### src/rtl/input_pkg.sv
// Shared constants and types for the board input front end.
// Button bit order matches the physical C, U, R, L, D layout.
package input_pkg;

  localparam int BTN_C = 0;
  localparam int BTN_U = 1;
  localparam int BTN_R = 2;
  localparam int BTN_L = 3;
  localparam int BTN_D = 4;

  typedef enum logic [1:0] {
    IDLE   = 2'd0,
    DELAY  = 2'd1,
    REPEAT = 2'd2
  } rpt_state_t;

endpackage

### src/rtl/debounce_channel.sv
// One input channel: 2-FF synchroniser, debounce counter, registered rise/fall strobes.
// Level and strobes update on the (DB_CYCLES+2)th edge after a raw change; no backpressure.
module debounce_channel #(
  parameter int DB_CYCLES = 500000
) (
  input  logic ClkPort,
  input  logic Reset,
  input  logic raw,
  output logic level,
  output logic rise,
  output logic fall
);

  localparam int CW = $clog2(DB_CYCLES);
  localparam logic [CW-1:0] CNT_LAST = CW'(DB_CYCLES - 1);

  logic          s1;
  logic          s2;
  logic [CW-1:0] cnt;
  logic          hit;

  // The counter never passes CNT_LAST: it clears on acceptance or on any
  // cycle where the synchronised input agrees with the accepted level.
  assign hit = (s2 != level) && (cnt == CNT_LAST);

  always_ff @(posedge ClkPort or posedge Reset) begin
    if (Reset) begin
      s1    <= 1'b0;
      s2    <= 1'b0;
      cnt   <= '0;
      level <= 1'b0;
      rise  <= 1'b0;
      fall  <= 1'b0;
    end else begin
      s1   <= raw;
      s2   <= s1;
      rise <= hit & ~level;
      fall <= hit & level;
      if (s2 == level) begin
        cnt <= '0;
      end else if (hit) begin
        level <= ~level;
        cnt   <= '0;
      end else begin
        cnt <= cnt + 1'b1;
      end
    end
  end

endmodule

### src/rtl/input_conditioner.sv
// Debounces all buttons and switches and adds per-button auto-repeat strobes.
// Outputs lag raw pins by DB_CYCLES+2 edges; strobes are single-cycle with no handshake.
module input_conditioner
  import input_pkg::*;
#(
  parameter int NUM_BTN   = 5,
  parameter int NUM_SW    = 8,
  parameter int DB_CYCLES = 500000,
  parameter int RPT_DELAY = 40000000,
  parameter int RPT_RATE  = 10000000
) (
  input  logic               ClkPort,
  input  logic               Reset,
  input  logic [NUM_BTN-1:0] btn_raw,
  input  logic [NUM_SW-1:0]  sw_raw,
  input  logic [NUM_BTN-1:0] rpt_en,
  output logic [NUM_BTN-1:0] btn_level,
  output logic [NUM_BTN-1:0] btn_press,
  output logic [NUM_BTN-1:0] btn_release,
  output logic [NUM_BTN-1:0] btn_repeat,
  output logic [NUM_SW-1:0]  sw_level,
  output logic [NUM_SW-1:0]  sw_change
);

  localparam int RPT_MAX = (RPT_DELAY > RPT_RATE) ? RPT_DELAY : RPT_RATE;
  localparam int HW      = $clog2(RPT_MAX + 1);
  localparam logic [HW-1:0] DELAY_C = HW'(RPT_DELAY);
  localparam logic [HW-1:0] RATE_C  = HW'(RPT_RATE);

  logic [NUM_SW-1:0] sw_rise;
  logic [NUM_SW-1:0] sw_fall;

  assign sw_change = sw_rise | sw_fall;

  for (genvar b = 0; b < NUM_BTN; b++) begin : g_btn
    debounce_channel #(.DB_CYCLES(DB_CYCLES)) u_db (
      .ClkPort (ClkPort),
      .Reset   (Reset),
      .raw     (btn_raw[b]),
      .level   (btn_level[b]),
      .rise    (btn_press[b]),
      .fall    (btn_release[b])
    );

    rpt_state_t    st_q;
    rpt_state_t    st_d;
    logic [HW-1:0] cnt_q;
    logic [HW-1:0] cnt_d;
    logic [HW-1:0] cnt_inc;
    logic          due_d;
    logic          rpt_q;

    assign cnt_inc = (cnt_q == '1) ? cnt_q : cnt_q + 1'b1;

    // cnt_q holds the number of cycles elapsed since the last strobe.
    always_comb begin
      st_d  = st_q;
      cnt_d = cnt_q;
      due_d = 1'b0;
      case (st_q)
        IDLE: begin
          cnt_d = '0;
          if (btn_press[b]) begin
            if (DELAY_C == 1) begin
              st_d  = REPEAT;
              due_d = 1'b1;
            end else begin
              st_d     = DELAY;
              cnt_d[0] = 1'b1;
            end
          end
        end
        DELAY: begin
          if (!btn_level[b]) begin
            st_d  = IDLE;
            cnt_d = '0;
          end else if (cnt_inc == DELAY_C) begin
            st_d  = REPEAT;
            cnt_d = '0;
            due_d = 1'b1;
          end else begin
            cnt_d = cnt_inc;
          end
        end
        REPEAT: begin
          if (!btn_level[b]) begin
            st_d  = IDLE;
            cnt_d = '0;
          end else if (cnt_inc == RATE_C) begin
            cnt_d = '0;
            due_d = 1'b1;
          end else begin
            cnt_d = cnt_inc;
          end
        end
        default: begin
          st_d  = IDLE;
          cnt_d = '0;
        end
      endcase
    end

    always_ff @(posedge ClkPort or posedge Reset) begin
      if (Reset) begin
        st_q  <= IDLE;
        cnt_q <= '0;
        rpt_q <= 1'b0;
      end else begin
        st_q  <= st_d;
        cnt_q <= cnt_d;
        rpt_q <= due_d & rpt_en[b];
      end
    end

    // A repeat landing in the cycle the level drops is masked by the level itself.
    assign btn_repeat[b] = btn_press[b] | (rpt_q & btn_level[b]);
  end

  for (genvar s = 0; s < NUM_SW; s++) begin : g_sw
    debounce_channel #(.DB_CYCLES(DB_CYCLES)) u_db (
      .ClkPort (ClkPort),
      .Reset   (Reset),
      .raw     (sw_raw[s]),
      .level   (sw_level[s]),
      .rise    (sw_rise[s]),
      .fall    (sw_fall[s])
    );
  end

endmodule

### config.mk
export PLATFORM = sky130hd
export DESIGN_NAME = input_conditioner
export DESIGN_NICKNAME = d
export VERILOG_FILES = /design/src/rtl/input_pkg.sv /design/src/rtl/debounce_channel.sv /design/src/rtl/input_conditioner.sv
export SDC_FILE = /design/constraint.sdc
export NUM_CORES = 1
export LEC_CHECK = 0
export ABC_AREA = 1
export BUFFER_PORTS_ARGS = -buffer_cell sky130_fd_sc_hd__buf_2
export CELL_PAD_IN_SITES_DETAIL_PLACEMENT = 0
export CELL_PAD_IN_SITES_GLOBAL_PLACEMENT = 1
export CORE_MARGIN = 2
export CORE_UTILIZATION = 51
export CTS_CLUSTER_DIAMETER = 30
export DETAILED_ROUTE_END_ITERATION = 12
export PLACE_DENSITY = 0.88
export SLEW_MARGIN = 15
export SYNTH_ARGS = -nofsm -noshare
export SYNTH_HDL_FRONTEND = slang
export SYNTH_HIERARCHICAL = 1
export SYNTH_SLANG_ARGS = --single-unit
### constraint.sdc
create_clock -name ClkPort -period 10.7 [get_ports ClkPort]
set_clock_uncertainty 0.1 [all_clocks]
set_input_delay 0.535 -clock ClkPort [delete_from_list [all_inputs] [get_ports ClkPort]]
set_output_delay 0.535 -clock ClkPort [all_outputs]
set_load 0.02 [all_outputs]
==> flow_metrics.tcl, run 1 <==
set metrics [dict create \
    synth-simple-area-share 0.408 \
    r2r_end "g_btn[4].cnt_q[14]" \
    hold_viol 0 \
    critical-path-slowest-cell "dfrtp_1" \
    avgRoutedWirePerCell_um 13.0 \
    dieArea_um2 56600 \
    path_clk_slew_ns 0.05 \
    path_class "reg -> reg" \
    grt_usage 0.230 \
    r2r.worst_path.cells 17 \
    route.detailed.drc 0 \
    htree_num_levels 3 \
    dieWidth_um 238 \
    maxSlewViolCount 0 \
    period_needed_ns 3.43 \
    cap_violations 0 \
    fillCellCount 4937 \
    dpl_worst_slack_ns 7.32 \
    cts_buffer_depth 3 \
    cts.sinks 457 \
    cts_tree "yes" \
    leakagePower_nw 15.3 \
    synthMuxAreaShare 0 \
    drive_above_1_share 0.130 \
    hpwlAfterDp_um 45000 \
    synth_warnings 6 \
    max_freq_ghz 0.292 \
    postCtsSetupBuffers 0 \
    tightest_slew_ns 0.985 \
    nNetsFinal 4111 \
    drt_iter0_drc 1379 \
    vias_per_cell 4.93 \
    holdWs_ns 0.0834 \
    cts_root_buffer "clkbuf_16" \
    r2r-start "g_btn[4].cnt_q[0]" \
    utilization 0.617 \
    ant_nets 0 \
    syn-instance-count 3902 \
    power_density_nw_per_um2 174 \
    io_buffers 55 \
    rsz0062_at_grt "no" \
    grt-ovfl-total 0 \
    io_pins 56 \
    synth_compound_area_frac 0.0339 \
    syn_area_per_cell_um2 7.15 \
    power_w 0.00580 \
    routed_wirelength_um 63300 \
    routed-via-count 23900 \
    synthAdderAreaFrac 0.0170 \
    synth-seq-cells 457 \
    synth-xor-area-share 0.0443 \
    hold_depth 3 \
    worstPathArrival_ns 3.87 \
    r2r_slack_ns 7.27 \
    insertion_delay_ns 0.64 \
    grt_start_max_net_pins 82 \
    min-delay-path-class "in -> reg" \
    relSlewSlack 0.342 \
    startpoint_type "register" \
    ir_drop_mv 0.167 \
    grt_pass1_wl_um 109000 \
    fp.coreArea_um2 53900 \
    synth.distinct_cells 35 \
    end_kind "register" \
    status "finished, final reports clean" \
    cp.required_ns 11.15 \
    syn_nets 3960 \
    initial_core_util 0.517 \
    min_from "rpt_en[4]" \
    first_pass_iters 5 \
    timing.final.crit_share 0.320 \
    max_stage_delay_ns 0.47 \
    rows 85 \
    fin_ws_ns 7.27 \
    area_growth_pct 19.4 \
    gp_congestion 0.882 \
    synth_top_family_by_area "simple AND/OR/NAND/NOR gates" \
    cts_made_buffers 115 \
    antenna_found_initial 1 \
    path_max_fanout 23 \
    grt_pass1_vias 23400 \
    fin_tns_setup_ns 0 \
    crit_chain "ha_1 > inv_2 > nor2_2 > nand2_2 > nor2_4 > nand2_2 > inv_1 > nor2_1 > nand2_1 > nor2_1 > nand3_1 > nor2_1 > nand2_1 > nand2_2 > nand2_1 > nand2_2 > nor2_1" \
    syn_area_um2 27900 \
    die_h_um 238 \
    min_to "g_btn[4].rpt_q" \
    setup_viol 0 \
    synth_seq_area_share 0.410 \
]
final cells by class:
cell class,count,area (um2),share of cell area
Clock inverter,79,1330,0.0399
Inverter,550,2070,0.0622
Tap cell,696,871,0.0262
Sequential cell,457,11400,0.343
Clock buffer,138,3140,0.0942
Multi-Input combinational cell,2859,14000,0.421
Antenna cell,1,2.50,0.0000752
Timing Repair Buffer,70,420,0.0126
what timing repair did:
action | CTS | global route
hold endpoints to repair | 13 | 0
hold buffers | 13 | 0
gates resized for setup | 0 | 0
registers in the layout, indices dropped and copies added, names as in the netlist:
signal,flops
g_sw.u_db/rise,8
g_btn.u_db/fall,5
g_sw.u_db/cnt,152
g_btn.u_db/level,5
g_btn.u_db/s1,5
g_btn.u_db/rise,5
g_btn.st_q,10
g_sw.u_db/s2,8
g_sw.u_db/fall,8
g_btn.u_db/s2,5
g_btn.rpt_q,5
g_sw.u_db/level,8
g_btn.cnt_q,130
g_btn.u_db/cnt,95
g_sw.u_db/s1,8
cells by family (layout without fill, tap and decap cells):
family                   Yosys count  in the layout
adder cells (fa/ha/maj)           38             38
flip-flops                       457            457
buffers and inverters            586            837
XOR/XNOR                         141            141
other                              0              1
AND/OR/NAND/NOR                 2514           2514
AO/OA/AOI/OAI                    166            166
stage by stage:
step,cells,area (um2)
final,4850,33300
after detailed placement,4619,28700
after global routing,4850,33300
after CTS,4849,33300
after global placement,4619,28700
after floorplan,3902,27900
power by group:
group	internal, W	total (W)	switching (W)	leakage (nW)
clock	0.00285	0.00394	0.00109	2.16
combinational	0.0000223	0.0000983	0.0000760	6.86
sequential	0.00175	0.00176	0.00000893	6.29
synthesized netlist by cell type, drive strengths merged:
| cell | number | area [um2] |
|---|---|---|
| nand4 | 73 | 457 |
| a21boi | 3 | 22.5 |
| nor3 | 32 | 160 |
| o21bai | 16 | 120 |
| o21a | 13 | 97.6 |
| a21o | 2 | 15.0 |
| o2111ai | 4 | 35.0 |
| o21ai | 81 | 405 |
| buf | 36 | 360 |
| and3 | 1 | 6.26 |
| and2 | 5 | 31.3 |
| o211ai | 1 | 7.51 |
| or2 | 12 | 75.1 |
| xnor2 | 40 | 350 |
| xor2 | 101 | 885 |
| nand3b | 15 | 113 |
| a21oi | 41 | 205 |
| nor3b | 13 | 97.6 |
| a211oi | 5 | 37.5 |
| dfrtp | 457 | 11400 |
| inv | 550 | 2060 |
| nand3 | 362 | 1890 |
| nand2 | 1049 | 4310 |
| ha | 38 | 475 |
| nor2 | 952 | 4240 |
worst max-delay path by stage:
stage	from	endpoint
3_3_place_gp	g_btn[4].cnt_q[0]	g_btn[4].cnt_q[19]
6_report	g_btn[4].cnt_q[0]	g_btn[4].cnt_q[14]
4_1_cts	g_btn[4].cnt_q[0]	g_btn[4].cnt_q[14]
5_1_grt	g_btn[4].cnt_q[0]	g_btn[4].cnt_q[14]
2_1_floorplan	Reset	g_btn[0].cnt_q[0]
3_5_place_dp	g_btn[4].cnt_q[0]	g_btn[4].cnt_q[7]
routing by layer:
| metal | track usage | wire length [um] | vias to the layer above |
|---|---|---|---|
| li1 | - | - | 12400 |
| met1 | 0.310 | 30100 | 10900 |
| met2 | 0.380 | 29200 | 436 |
| met3 | 0.0381 | 2610 | 118 |
| met4 | 0.0719 | 1360 | 0 |
| met5 | 0 | 0 | - |
cells in the final DEF (no fill, tap or decap), drive strengths merged:
| cell type | instances |
|---|---|
| o211ai | 1 |
| xnor2 | 40 |
| nor2 | 952 |
| clkbuf | 138 |
| and3 | 1 |
| clkinv | 31 |
| or2 | 12 |
| nor3 | 32 |
| ha | 38 |
| o21ai | 81 |
| nand3 | 362 |
| nand2 | 1049 |
| o2111ai | 4 |
| bufinv | 32 |
| o21a | 13 |
| clkinvlp | 10 |
| nor3b | 13 |
| inv | 556 |
| a211oi | 5 |
| o21bai | 16 |
| a21oi | 41 |
| and2 | 5 |
| dfrtp | 457 |
| a21o | 2 |
| dlygate4sd3 | 13 |
| buf | 57 |
| xor2 | 101 |
| nand4 | 73 |
| diode | 1 |
| nand3b | 15 |
| a21boi | 3 |
worst max-delay path, delay by kind of cell, from the launching register on:
| family | cells | cell delay, ns |
|---|---|---|
| buffers and inverters | 2 | 0.46 |
| DFF | 1 | 0.47 |
| and+or+nand+nor | 14 | 1.94 |
| adders and majority gates | 1 | 0.34 |
(Power assumes the default switching activity.)
==> run 2, diff against run 1 <==
--- a/config.mk
+++ b/config.mk
@@ -5,15 +5,15 @@
 export SDC_FILE = /design/constraint.sdc
 export NUM_CORES = 1
 export LEC_CHECK = 0
-export ABC_AREA = 1
+export ABC_AREA = 0
 export BUFFER_PORTS_ARGS = -buffer_cell sky130_fd_sc_hd__buf_2
 export CELL_PAD_IN_SITES_DETAIL_PLACEMENT = 0
 export CELL_PAD_IN_SITES_GLOBAL_PLACEMENT = 1
 export CORE_MARGIN = 2
-export CORE_UTILIZATION = 51
+export CORE_UTILIZATION = 50
 export CTS_CLUSTER_DIAMETER = 30
 export DETAILED_ROUTE_END_ITERATION = 12
-export PLACE_DENSITY = 0.88
+export PLACE_DENSITY = 0.82
 export SLEW_MARGIN = 15
 export SYNTH_ARGS = -nofsm -noshare
 export SYNTH_HDL_FRONTEND = slang
==> constraint.sdc (replaced) <==
create_clock -name ClkPort -period 3.5 [get_ports ClkPort]
set_clock_uncertainty 0.1 [all_clocks]
set_input_delay 0.175 -clock ClkPort [delete_from_list [all_inputs] [get_ports ClkPort]]
set_output_delay 0.175 -clock ClkPort [all_outputs]
set_load 0.02 [all_outputs]
==> flow_metrics.tcl, run 2 <==
set metrics [dict create \
    mostFrequentLayoutCells "dfrtp_1, nor2_1, nand2_1" \
    yosysMostFrequentCell "dfrtp_1" \
    cts_root_buffer "clkbuf_16" \
    io_buffers 55 \
    synth_ff_type "dfrtp_1" \
    tightest_slew_ns 0.960 \
    holdWs_ns 0.0590 \
    crit_chain "ha_2 > nand4_1 > or4_4 > o2111ai_4 > mux2i_1 > or4_1 > or3_4 > o31ai_4 > a211o_4 > clkbuf_16 > nor2_2" \
    status "finished, final reports clean" \
    route.detailed.drc 0 \
    routed-via-count 19900 \
    routed_wirelength_um 54400 \
    diodes 0 \
    timing.final.crit_share 0.972 \
    syn_nets 2649 \
    async_reset_ff_frac 1.00 \
    drt_iter0_drc 1168 \
    path_delay_family "simple AND/OR/NAND/NOR gates" \
    gp_congestion 0.886 \
    cts_made_buffers 105 \
    antenna_found_initial 0 \
    hpwlAfterDp_um 36100 \
    finalInstanceArea_um2 30200 \
    first_pass_iters 5 \
    grt_start_max_net_pins 73 \
    synth_area_leaders "dfrtp_1, xnor2_1, nor2_1, xor2_1, nand2_1" \
    critical-path-slowest-cell "or4_4" \
    period_needed_ns 3.40 \
    synth_top_area_share 0.464 \
    synth-seq-cells 457 \
    path_clk_slew_ns 0.05 \
    placed_area_um2 26000 \
    power_density_nw_per_um2 521 \
    io_pins 56 \
    cap_violations 0 \
    dpl_worst_slack_ns 0.0588 \
    setup_viol 0 \
    top_regs "g_sw.u_db/cnt x152, g_btn.cnt_q x130, g_btn.u_db/cnt x95" \
    synthTopCellsByCount "dfrtp_1, nor2_1, nand2_1" \
    path_max_fanout 6 \
    grt_pass1_wl_um 92700 \
    path_class "reg -> reg" \
    syn-instance-count 2591 \
    rsz0062_at_grt "yes" \
    cts.sinks 457 \
    synth_edf_count 0 \
    vias_per_cell 5.64 \
    top_register "g_sw.u_db/cnt" \
    area_growth_pct 22.8 \
    drive_above_1_share 0.171 \
    synth_seq_area_share 0.464 \
    grt_usage 0.216 \
    htree_num_levels 3 \
    synth_area_leader_cell "dfrtp_1" \
    final_common_cell "dfrtp_1" \
    insertion_delay_ns 0.65 \
    cp.buffers_inverters 1 \
    maxSlewViolCount 0 \
    fillCellCount 4099 \
    ant_nets 0 \
    avgRoutedWirePerCell_um 15.4 \
    startpoint_type "register" \
    dieWidth_um 226 \
    syn_area_um2 24600 \
    relSlewSlack 0.360 \
    end_kind "register" \
    cts_buffer_depth 3 \
    ff_latch_area_um2 11400 \
    r2r_slack_ns 0.1 \
    die_h_um 226 \
    grt-ovfl-total 0 \
    max_freq_ghz 0.294 \
    multi_input_area_um2 12600 \
    utilization 0.620 \
    largest_reg_flops 152 \
    nNetsFinal 2839 \
    min-delay-path-class "in -> reg" \
    dieArea_um2 51100 \
    syn_area_per_cell_um2 9.51 \
    synth.distinct_cells 78 \
    max_stage_delay_ns 0.60 \
    rows 81 \
    worstPathArrival_ns 3.82 \
    cts_tree "yes" \
    initial_core_util 0.505 \
    cp.required_ns 3.92 \
    hold_viol 0 \
    fp.coreArea_um2 48700 \
    fin_ws_ns 0.0965 \
    leakagePower_nw 12.3 \
    synth_warnings 6 \
    grt_pass1_vias 19600 \
    fin_tns_setup_ns 0 \
    ir_drop_mv 0.753 \
]
## run 2: changes by cell type after synthesis, moves of 59 or more
cell     delta
nor2_4     -70
nor3_1     +59
inv_1     -437
nor4_1     +68
a21oi_1    +75
or4_1      +75
nand2_1   -746
nor2_1    -484
nand3_1   -240
xnor2_1   +119
## run 2: final cells by class
| class | count | area share |
|---|---|---|
| clock buffers | 129 | 0.0955 |
| clock inverters | 65 | 0.0284 |
| inverters | 82 | 0.0103 |
| multi-input cells | 1966 | 0.418 |
| flip-flops and latches | 457 | 0.378 |
| well taps | 664 | 0.0275 |
| repair buffers | 169 | 0.0419 |
## run 2: cells by family (layout without fill, tap and decap cells)
kind of cell,count (synthesis),in the layout,synth area share
fa+ha+maj,38,38,0.0193
flops,457,457,0.464
compound gates,350,350,0.0983
mux,20,20,0.00823
xor+xnor,285,285,0.101
simple gates,1273,1273,0.279
buf+inv,168,445,0.0298
## run 2: path summary, 6_finish.rpt
check                      cells after the start              start            endpoint
hold reg to reg                                0   g_btn[2].u_db/s1    g_btn[2].u_db/s2
hold / removal                                 2          sw_raw[5]     g_sw[5].u_db/s1
max in group asynchronous                      4              Reset   g_btn[4].cnt_q[4]
setup reg to reg                              11  g_btn[3].cnt_q[1]  g_btn[3].cnt_q[19]
min in group asynchronous                      3              Reset   g_btn[2].cnt_q[6]
setup / recovery                              11  g_btn[3].cnt_q[1]  g_btn[3].cnt_q[19]
## run 2: power by group
| group | leakage [nW] | switching, W | internal (W) |
|---|---|---|---|
| logic | 4.25 | 0.000208 | 0.0000830 |
| registers | 6.29 | 0.0000478 | 0.00535 |
| clock network | 1.79 | 0.00317 | 0.00690 |
| total | 12.3 | 0.00342 | 0.0123 |
## run 2: per-stage QoR
stage                     std cells  total power, W
after detailed placement       3310         0.00576
final                          3532          0.0158
after floorplan                2591         0.00568
after CTS                      3523          0.0160
after global routing           3532          0.0163
after global placement         3310         0.00575
## run 2: metal layers
metal  GRT usage  wire [um]
met5           0          0
met4      0.0731       1230
met3      0.0398       2060
met2       0.359      26200
met1       0.284      24900
## run 2: worst reg2reg max path: cells and delay by family (launching register included)
kind | cells | cell delay, ns
simple gates | 5 | 1.61
flops | 1 | 0.38
compound gates | 3 | 0.71
mux | 1 | 0.10
fa+ha+maj | 1 | 0.21
buf+inv | 1 | 0.19
## run 2: repair_timing
action | in CTS | in global routing
setup buffers | 0 | 6
gates resized for setup | 0 | 38
hold endpoints to repair | 160 | 0
hold buffers | 19 | 0
setup endpoints to repair | 0 | 91
